--- src/rtl/pwm_peripheral.sv ---
`default_nettype none
// ----------------------------------------------------------------------------
// pwm_peripheral: a prescaler and an 8-bit period counter build one shared
// PWM waveform. Each of the 16 registered pad outputs is off, static high or PWM.
// Optional macro PWM_DUTY_SHADOW_EN: duty is latched at each period wrap.
// Revision: 1.0
// ----------------------------------------------------------------------------
module pwm_peripheral #(
    parameter int DIV = 13
) (
    input  logic        clk,
    input  logic        rst_n,
    input  logic [7:0]  en_reg_out_7_0,
    input  logic [7:0]  en_reg_out_15_8,
    input  logic [7:0]  en_reg_pwm_7_0,
    input  logic [7:0]  en_reg_pwm_15_8,
    input  logic [7:0]  pwm_duty_cycle,
    output logic [15:0] out,
    output logic        period_start
);

    localparam int             PRE_W    = (DIV > 1) ? $clog2(DIV) : 1;
    localparam logic [PRE_W-1:0] PRE_LAST = PRE_W'(DIV - 1);

    logic [PRE_W-1:0] pre_q, pre_d;
    logic [7:0]       cnt_q, cnt_d;
    logic [15:0]      out_q, out_d;
    logic             wrap_q, period_start_q;
    logic             tick;
    logic             wrap;
    logic [7:0]       duty;
    logic             pwm_sig;
    logic [15:0]      en_out;
    logic [15:0]      en_pwm;

    assign tick   = (pre_q == PRE_LAST);
    assign wrap   = tick && (cnt_q == 8'hFF);
    assign en_out = {en_reg_out_15_8, en_reg_out_7_0};
    assign en_pwm = {en_reg_pwm_15_8, en_reg_pwm_7_0};

`ifdef PWM_DUTY_SHADOW_EN
    logic [7:0] duty_q, duty_d;

    // Latching only at the wrap keeps every period's high time self-consistent.
    always_comb begin
        duty_d = duty_q;
        if (wrap) begin
            duty_d = pwm_duty_cycle;
        end
    end

    always_ff @(posedge clk or negedge rst_n) begin
        if (!rst_n) begin
            duty_q <= 8'h00;
        end else begin
            duty_q <= duty_d;
        end
    end

    assign duty = duty_q;
`else
    assign duty = pwm_duty_cycle;
`endif

    always_comb begin
        pre_d = pre_q + 1'b1;
        cnt_d = cnt_q;
        if (tick) begin
            pre_d = '0;
            cnt_d = cnt_q + 8'd1;
        end
    end

    // 8'hFF is special-cased so full duty never drops low at cnt 255.
    assign pwm_sig = (duty == 8'hFF) || (cnt_q < duty);

    always_comb begin
        out_d = en_out & (~en_pwm | {16{pwm_sig}});
    end

    // wrap_q delays the pulse so it lines up with the first out sample of cnt 0.
    always_ff @(posedge clk or negedge rst_n) begin
        if (!rst_n) begin
            pre_q          <= '0;
            cnt_q          <= 8'h00;
            out_q          <= 16'h0000;
            wrap_q         <= 1'b0;
            period_start_q <= 1'b0;
        end else begin
            pre_q          <= pre_d;
            cnt_q          <= cnt_d;
            out_q          <= out_d;
            wrap_q         <= wrap;
            period_start_q <= wrap_q;
        end
    end

    assign out          = out_q;
    assign period_start = period_start_q;

endmodule
`default_nettype wire

--- config.mk ---
export PLATFORM = sky130hd
export DESIGN_NAME = pwm_peripheral
export DESIGN_NICKNAME = d
export VERILOG_FILES = /design/src/rtl/pwm_peripheral.sv
export SDC_FILE = /design/constraint.sdc
export NUM_CORES = 1
export LEC_CHECK = 0
export CAP_MARGIN = 20
export CELL_PAD_IN_SITES_DETAIL_PLACEMENT = 0
export CELL_PAD_IN_SITES_GLOBAL_PLACEMENT = 1
export CORE_MARGIN = 4
export CORE_UTILIZATION = 29
export DETAILED_ROUTE_END_ITERATION = 7
export PLACE_DENSITY = 0.81
export SYNTH_ARGS = -nofsm -noshare
export SYNTH_HDL_FRONTEND = slang
export SYNTH_SLANG_ARGS = --single-unit
--- constraint.sdc ---
create_clock -name clk -period 1.9 [get_ports clk]
set_clock_uncertainty 0.2 [all_clocks]
set_input_delay 0.38 -clock clk [delete_from_list [all_inputs] [get_ports clk]]
set_output_delay 0.38 -clock clk [all_outputs]
set_load 0.01 [all_outputs]
# After elaboration in Yosys (flattened, before gate mapping)
# Index checks and enable logic that the tools add are counted.
# totals
inputBits	42
wordCells	17
output_inout_bits	17
register_bits	30
# op_classes
magnitude_cmp	1
n_bitwise	3
n_reduce_logical	2
mux	1
eq_ne	3
addsub	2
# ops
operator	n
$and A16 B16 Y16	1
$eq A8 B8 Y1 const B	2
$not A16 Y16	1
$or A16 B16 Y16	1
$add A8 B1 Y8 const B	1
$lt A8 B8 Y1	1
$add A4 B1 Y4 const B	1
$eq A4 B4 Y1 const B	1
$mux W4	1
$logic_and A1 B1 Y1	1
$logic_or A1 B1 Y1	1

# Longest topological paths before layout
# Gate-level depths: netlist (run 1).
# depth
depth_word	4
mapped_depth	7
depth_no_buf	6

# Least setup slack after synthesis (run 1)
# Ideal clock, no wire load.
# synth_timing
kind	input port to flip-flop
from	input port pwm_duty_cycle[7]
to	register out_q[10] (netlist: out[10])
slack_ps	-38
required_ps	1578
setup_ps	122
path_buffers	1
arrival_time_ps	1616
cell_stages	7
cell_sequence	inv_1 > ha_1 > and4_2 > o21ai_2 > o32ai_2 > buf_6 > a21boi_2
# synth_via
elab_chain_cells	4
elab_cells_between_ends	5
cone_classes	order compare (1); eq/ne (1); bitwise (2); reduce/logical (1)
# synth_rtl
element	line_no	source
start, declared	17	input logic [7:0] pwm_duty_cycle,
$lt A8 B8 Y1 or $eq A8 B8 Y1 (tied branches)	75	assign pwm_sig = (duty == 8'hFF) || (cnt_q < duty);
$logic_or A1 B1 Y1 (*)	75	
$or A16 B16 Y16 (*)	78	out_d = en_out & (~en_pwm | {16{pwm_sig}});
$and A16 B16 Y16 (*)	78	
via out_d[10]	27	logic [15:0] out_q, out_d;
end signal, assigned	92	out_q <= out_d;
end, declared	27	
# The timed path passes the listed nets; every way through them passes the cells marked *.
# A chain may end at the register's enable or synchronous reset.

# Worst setup path after layout (run 1)
# layout_timing
from	register cnt_q[5]
to	register out_q[0] (netlist: out[0])
# layout_via
elab_chain_cells	4
# layout_rtl
element	line_no	source
start, declared	26	logic [7:0] cnt_q, cnt_d;
start signal, assigned	91	cnt_q <= cnt_d;
$lt A8 B8 Y1	75	
$logic_or A1 B1 Y1	75	
$or A16 B16 Y16	78	
$and A16 B16 Y16	78	
via out_d[0]	27	
# The timed path passes the listed nets, and every way through them passes these cells.

==> results of run 1 <==
[cell usage in the layout (no fill, tap or decap), drive strengths merged]
master and instances:
clkdlybuf4s50 51, dfrtp 30, a21boi 16, buf 11
inv 11, ha 10, dlygate4sd2 7, xnor2 6
nor2 6, clkbuf 6, nand4 5, nand2 3
xor2 2, and3 2, o21ai 2, a21oi 2
and4 1, o21a 1, nand2b 1, a2111oi 1
a21o 1, a41o 1, o32ai 1, nand3 1
nor3 1, o41ai 1, mux2 1, clkinvlp 1
bufinv 1
[logic make-up (layout without fill, tap and decap cells)]
group                    Yosys count  count (layout)
XOR/XNOR                           8               8
flip-flops                        30              30
buffers and inverters             13              88
multiplexers                       1               1
AND/OR/NAND/NOR                   20              20
adder cells (fa/ha/maj)           10              10
AO/OA/AOI/OAI                     26              26
[worst register-to-register path, delay by kind of cell (launching register included)]
family,cells,cell delay (ns)
AOI/OAI and AO/OA,3,0.46
adders and majority gates,1,0.28
buffers and inverters,1,0.20
DFF,1,0.41
and+or+nand+nor,1,0.22
[where the power goes]
group          switching [W]  internal [W]
registers         0.00000460      0.000656
clock network       0.000228      0.000391
logic              0.0000675      0.000130
[final timing paths]
path                          start            to  slack [ns]  cells past startpoint
setup / recovery           cnt_q[5]        out[0]        0.01                      6
hold / removal               wrap_q  period_start        0.15                      0
setup reg to reg           cnt_q[5]        out[0]        0.01                      6
hold reg to reg              wrap_q  period_start        0.15                      0
max in group asynchronous     rst_n      cnt_q[1]        0.90                      2
min in group asynchronous     rst_n       out[10]        0.29                      2
[registers in the layout, indices dropped and copies added, names as in the netlist]
register and cells:
out 16, cnt_q 8, pre_q 4, period_start 1
wrap_q 1
[through the flow]
step | instances | util [%] | total power (W) | cell area [um^2]
CTS | 234 | 51.58 | 0.001502 | 2323
global route | 235 | 51.25 | 0.001555 | 2308
global placement | 223 | 46.44 | 0.0008591 | 2092
floorplan | 108 | - | 0.0007170 | 1398
detailed placement | 223 | 46.44 | 0.0008634 | 2092
finish | 235 | 51.25 | 0.001477 | 2308
[layer usage]
layer | share of wire [%] | vias up | GRT usage, %
met1 | 38 | 491 | 12.04
met5 | 0 | - | 0
met4 | 2.2 | 0 | 5.872
met2 | 44 | 57 | 18.31
met3 | 15 | 4 | 7.611
li1 | - | 526 | -
[timing repair]
action	CTS	global route
endpoints found under the hold margin	0	0
pin swaps	6	7
setup endpoints to repair	16	18
resized for setup	32	4
buffers inserted	2	3
gates cloned	1	0
[final cells by class]
| type | instances | area (um^2) | share of cell area [%] |
|---|---|---|---|
| sequential | 30 | 752.0 | 32.57 |
| multi-input combinational | 65 | 678.2 | 29.38 |
| timing repair buffer | 69 | 661.9 | 28.67 |
| clock buffer | 6 | 72.57 | 3.144 |
| tap | 52 | 65.06 | 2.818 |
| inverter | 11 | 41.29 | 1.789 |
| clock inverter | 2 | 37.54 | 1.626 |
==> results.cfg, run 1 <==
[critical_path]
path_buf_inv = 1
cpLargestDelayFamily = compound AO/OA/AOI/OAI gates
cp_cell_sequence = ha_4, and4_4, o21ai_2, o32ai_4, buf_6, a21boi_2
worstSetupEndpointType = register
cp-start-kind = register
worst_ep_arrival_time_ns = 1.85
cp_max_fo = 8
required_ns = 1.86
crit_type = register to register
critPathMaxStageDelay_ns = 0.41
cpMaxStageDelayCell = dfrtp_1

[global_routing]
grt_pass1_wl_um = 5354
track_usage_pct = 11.72
grt_max_degree = 31
antenna_found_initial = 0
grt_pass1_vias = 1236
grt-ovfl-total = 0

[cells_and_area]
drive_above_1_share_pct = 29.51
fillers = 398
diodes = 0
syn_to_final_growth_pct = 66.52
nets = 234

[timing]
max_slew_margin_pct = 74.91
tns_ns = 0
rsz0062_at_grt = yes
fin_crit_ns = 1.886
hold_viol_final = 0
setup_viol_count_final = 0
hold_ws_ns = 0.1542
slew_violations = 0
tightest_slew_ns = 0.3764
finalCritPeriodShare_pct = 99.24
setup_ws_ns = 0.01439
fmaxAchievable_mhz = 530.3

[floorplan]
die_height_um = 77.14
rows = 24
die-area_um2 = 5951
core_area_um2 = 4504
initial_utilization_pct = 30.78
die_w_um = 77.14
ios = 59

[clock_tree]
clk_pin_slew_ns = 0.07
root_buffer = clkbuf_8
htreeDepth = 2
insertion_delay_ns = 0.28
clk_path_buf_depth = 2
clkSinkCount = 30
cts_hold_buf = 0
cts_tree = yes
numCtsBuffers = 5

[drt]
wl_um = 3127
viasPerCell = 4.587
route.detailed.drc = 0
dr.pass1.iters = 4
drt_iter0_markers = 30
vias = 1078
drtAntennaViolNets = 0
wire_per_inst_um = 13.31

[placed_design]
post-place-ws_ns = -0.6466
globalplace.congestion = 0.7690
place_hpwl_um = 2350
port_buffers = 58

[job]
drv_cap = 0

[synth]
yosysWarnings = 0
synth_ff_type = dfrtp_1
synthSimpleGateAreaFrac_pct = 8.032
syn_area_um2 = 1386
ys_seq_area_share_pct = 54.15
synth.largest_area_cell = dfrtp_1
synth_area_leaders = dfrtp_1 54%, ha_1 9.0%, a21boi_2 8.1%
syn_inst = 108
yosys.area_share.adder_pct = 9.025
netlist_top_cells_count = 30 x dfrtp_1, 11 x inv_1, 10 x a21boi_2, 10 x ha_1
synth-seq-cells = 30
synth_nets = 160
yosysTopAreaCellShare_pct = 54.15
synth_top_family_by_area = compound AO/OA/AOI/OAI gates
synth_compound_area_share_pct = 18.77
synth-xor-area-share_pct = 5.054
yosysMostFrequentCell = dfrtp_1
async_flop_share_pct = 100.0
avgSynthCellArea_um2 = 12.84
synth_cell_types = 27
synth_edf_count = 0
muxShareOfSynthArea_pct = 0.8123

[worst_hold_path]
hold_class = register to register

[outcome]
outcome = finished, final reports clean

[power_and_ir_drop]
peakVddDrop_v = 0.0004613
p_leak_nw = 0.9812
p_per_area_nw_per_um2 = 640.0
(Power assumes the default switching activity.)
==> run 2, diff against run 1 <==
--- a/config.mk
+++ b/config.mk
@@ -11,7 +11,7 @@
 export CORE_MARGIN = 4
 export CORE_UTILIZATION = 29
 export DETAILED_ROUTE_END_ITERATION = 7
-export PLACE_DENSITY = 0.81
+export PLACE_DENSITY = 0.72
 export SYNTH_ARGS = -nofsm -noshare
 export SYNTH_HDL_FRONTEND = slang
 export SYNTH_SLANG_ARGS = --single-unit
==> results.cfg, run 2 (synthesis results as in run 1) <==
[timing]
max_slew_margin_pct = 75.41
setup_viol_count_final = 0
fmaxAchievable_mhz = 529.2
rsz0062_at_grt = yes
hold_ws_ns = 0.1485
fin_crit_ns = 1.890
hold_viol_final = 0
setup_ws_ns = 0.01028
finalCritPeriodShare_pct = 99.46
slew_violations = 0
tightest_slew_ns = 0.3689

[drt]
wire_per_inst_um = 14.28
drt_iter0_markers = 10
viasPerCell = 4.688
wl_um = 3341
drtAntennaViolNets = 0
vias = 1097
dr.pass1.iters = 2
route.detailed.drc = 0

[critical_path]
critPathMaxStageDelay_ns = 0.42
path_buf_inv = 1
r2r_setup_slack_ns = 0.01
worst_ep_arrival_time_ns = 1.85
crit_type = register to register
required_ns = 1.86
cp_max_fo = 8
cp-start-kind = register
startpoint = cnt_q[5]
cpMaxStageDelayCell = dfrtp_1
reg2reg_from = cnt_q[5]
cp_cell_sequence = ha_4, and4_4, o21ai_2, o32ai_4, buf_6, a21boi_1
worstSetupEndpointType = register
cpLargestDelayFamily = compound AO/OA/AOI/OAI gates

[cells_and_area]
layout_commonest_cell = clkdlybuf4s50_1
diodes = 0
drive_above_1_share_pct = 29.12
stdcell_area_um2 = 2278
final_cell_mix = 50 x clkdlybuf4s50_1, 29 x dfrtp_1, 15 x a21boi_2
syn_to_final_growth_pct = 64.35
largest_register_ffs = 16
nets = 234
final_util_pct = 50.58

[placed_design]
globalplace.congestion = 0.7948
port_buffers = 58
post-place-ws_ns = -0.6418
place_hpwl_um = 2520
dpl_cell_area_um2 = 2100

[power_and_ir_drop]
p_leak_nw = 0.9863
total_power_w = 0.001328
peakVddDrop_v = 0.0004703
p_per_area_nw_per_um2 = 582.7

[floorplan]
die_w_um = 77.14
initial_utilization_pct = 30.78
die_height_um = 77.14
rows = 24
ios = 59
core_area_um2 = 4504
die-area_um2 = 5951

[clock_tree]
clkSinkCount = 30
clk_pin_slew_ns = 0.06
cts_hold_buf = 0
root_buffer = clkbuf_8
numCtsBuffers = 5
cts_tree = yes
clk_path_buf_depth = 2
insertion_delay_ns = 0.28
htreeDepth = 2

[global_routing]
grt-ovfl-total = 0
antenna_found_initial = 0
grt_max_degree = 31
grt_pass1_vias = 1233
track_usage_pct = 12.32
grt_pass1_wl_um = 5630

[worst_hold_path]
hp-start = wrap_q
hold_class = register to register

[outcome]
outcome = finished, final reports clean

[job]
drv_cap = 0
run 2: worst register-to-register path: stages (launching register included):
cell,delay [ns]
dfrtp_1,0.42
ha_4,0.29
and4_4,0.22
o21ai_2,0.06
o32ai_4,0.31
buf_6,0.20
a21boi_1,0.07
run 2: per-layer routing:
metal	vias up	track usage (%)	routed length (um)
met5	-	0	0
met2	50	18.39	1568
met1	519	13.70	1297
li1	518	-	-
met4	0	7.295	108
met3	10	6.792	367
run 2: through the flow:
stage | setup TNS (ns) | cells
after global placement | -7.633 | 224
after global routing | -0.8559 | 234
after detailed placement | -9.185 | 224
after CTS | -0.2463 | 235
after floorplan | 0 | 108
final | 0 | 234
run 2: final timing paths:
path                                 to  cells after the start
min                        period_start                      0
max reg2reg                     out[15]                      6
max in group asynchronous      cnt_q[1]                      2
max                             out[15]                      6
min in group asynchronous      pre_q[0]                      2
min reg2reg                period_start                      0
run 2: timing repair:
action | 4_1_cts | 5_1_grt
buffers inserted | 3 | 1
gates resized for setup | 33 | 4
pin swaps | 7 | 8
gates cloned | 1 | 0
endpoints found under the setup margin | 16 | 19
run 2: layout make-up:
| class | count | area (um^2) |
|---|---|---|
| fillers | 403 | 2226 |
| flip-flops and latches | 30 | 752.0 |
| multi-input cells | 65 | 676.9 |
| repair buffers | 69 | 664.4 |
| clock buffers | 5 | 68.82 |
| well taps | 52 | 65.06 |
| inverters | 11 | 41.29 |
| clock inverters | 2 | 10.01 |
run 2: power by group:
group          internal [W]  total (W)  leakage (nW)  switching (W)
clock              0.000245   0.000468        0.0438       0.000223
combinational      0.000130   0.000198         0.581      0.0000684
sequential         0.000657   0.000661         0.362     0.00000477
==> run 3, diff against run 2 <==
--- a/config.mk
+++ b/config.mk
@@ -11,7 +11,7 @@
 export CORE_MARGIN = 4
 export CORE_UTILIZATION = 29
 export DETAILED_ROUTE_END_ITERATION = 7
-export PLACE_DENSITY = 0.72
+export PLACE_DENSITY = 0.85
 export SYNTH_ARGS = -nofsm -noshare
 export SYNTH_HDL_FRONTEND = slang
 export SYNTH_SLANG_ARGS = --single-unit
==> results.cfg, run 3 (synthesis results as in run 1) <==
[cells_and_area]
layout_commonest_cell = clkdlybuf4s50_1
instances_no_fill = 234
final_util_pct = 50.78
diodes = 0
syn_to_final_growth_pct = 64.98
drive_above_1_share_pct = 28.02
nets = 233
largest_register_ffs = 16
final_cell_mix = 51 x clkdlybuf4s50_1, 30 x dfrtp_1, 16 x a21boi_2

[power_and_ir_drop]
share_comb_of_total_power_pct = 14.4
total_power_w = 0.001376
switching_share_pct = 21.68
peakVddDrop_v = 0.0005145
p_per_area_nw_per_um2 = 601.7
p_int_w = 0.001078
seq_power_share_pct = 48.1
p_clk_share_pct = 37.5
power.switching_w = 0.0002984
p_leak_nw = 0.9766

[critical_path]
crit_type = register to register
required_ns = 1.86
startpoint = cnt_q[7]
r2r_setup_slack_ns = 0.01
worstSetupEndpointType = register
cp-start-kind = register
worst_ep_arrival_time_ns = 1.85
reg2reg_from = cnt_q[7]
cp_max_fo = 8

[floorplan]
core_area_um2 = 4504
rows = 24
die_height_um = 77.14
die-area_um2 = 5951
initial_utilization_pct = 30.78
die_w_um = 77.14
ios = 59

[drt]
drt_iter0_markers = 12
wl_um = 3342
wire_per_inst_um = 14.28
viasPerCell = 4.645
route.detailed.drc = 0
drtAntennaViolNets = 0
dr.pass1.iters = 3
vias = 1087

[placed_design]
placedCellCount = 224
place_hpwl_um = 2574
globalplace.congestion = 0.8214
port_buffers = 58

[global_routing]
grt_pass1_wl_um = 5968
antenna_found_initial = 0
use_met2_pct = 22.02
met1_usage_pct = 12.58
track_usage_pct = 13.11
met3_usage_pct = 7.963
grt_pass1_vias = 1283
busiest_layer = met2
grt_max_degree = 31
grt-ovfl-total = 0

[timing]
setup_viol_count_final = 0
fin_crit_ns = 1.887
finalCritPeriodShare_pct = 99.33
rsz0062_at_grt = yes
slew_violations = 0
tightest_slew_ns = 0.3684
fmaxAchievable_mhz = 529.9
hold_viol_final = 0
max_slew_margin_pct = 75.44

[clock_tree]
htreeDepth = 2
root_buffer = clkbuf_8
cts_tree = yes
clk_pin_slew_ns = 0.06
numCtsBuffers = 5
insertion_delay_ns = 0.28
clk_path_buf_depth = 2
clkSinkCount = 30

[outcome]
outcome = finished, final reports clean

[job]
drv_cap = 0

[worst_hold_path]
hold_class = register to register
hp-start = wrap_q
==> run 3: cell types whose count changed in the layout (fill, tap and decap cells not counted), sizes merged <==
cell           before  now
dlymetal6s2s        1    0
clkbuf              5    7
buf                11   10
clkinv              2    1
clkdlybuf4s50      50   51
==> run 3: worst max-delay path: stages, from the launching register on <==
cell      delay [ns]
dfrtp_1         0.40
ha_4            0.29
and4_4          0.22
o21ai_4         0.06
o32ai_4         0.33
buf_6           0.20
a21boi_2        0.06
==> run 3: layout make-up <==
class | count | area, um^2
inverter | 11 | 41.29
clock buffer | 7 | 86.33
clock inverter | 1 | 5.005
fill | 383 | 2217
tap | 52 | 65.06
timing repair buffer | 68 | 654.4
sequential | 30 | 750.7
multi-input combinational | 65 | 684.4
==> run 3: repair_timing <==
item / CTS / global route
cloned: 1 / 0
hold buffers: 0 / 0
setup buffers: 2 / 1
gates resized for setup: 32 / 4
endpoints found under the setup margin: 16 / 19
pin swaps: 21 / 5
==> run 3: path summary, 6_finish.rpt <==
kind                                      to  cells past startpoint
min in group asynchronous            out[14]                      2
worst min-delay path            period_start                      0
worst max register to register        out[4]                      6
worst min register to register  period_start                      0
max in group asynchronous           cnt_q[5]                      2
worst max-delay path                  out[4]                      6
==> run 3: metal layers <==
metal | wire length (um) | vias up
li1 | - | 519
met1 | 1246 | 504
met2 | 1535 | 58
met3 | 490 | 6
met4 | 70 | 0
met5 | 0 | -
==> run 3: metrics by stage <==
stage,setup TNS [ns],area (um^2),setup slack [ns],hold slack [ns]
detailed placement,-8.846,2100,-0.6250,0.1472
global placement,-7.960,2100,-0.5198,0.1346
finish,0,2287,0.01279,0.1564
floorplan,0,1398,0.01358,-0.1156
global route,-0.9709,2287,-0.07988,0.1630
CTS,-0.6569,2315,-0.05371,0.1610
==> run 3: power groups by stage <==
stage / clock network [W] / registers, W / logic, W
after floorplan: 0 / 0.000683 / 0.0000340
after global placement: 0 / 0.000673 / 0.000187
after detailed placement: 0 / 0.000673 / 0.000191
after CTS: 0.000538 / 0.000662 / 0.000202
after global routing: 0.000577 / 0.000663 / 0.000216
final: 0.000516 / 0.000661 / 0.000199
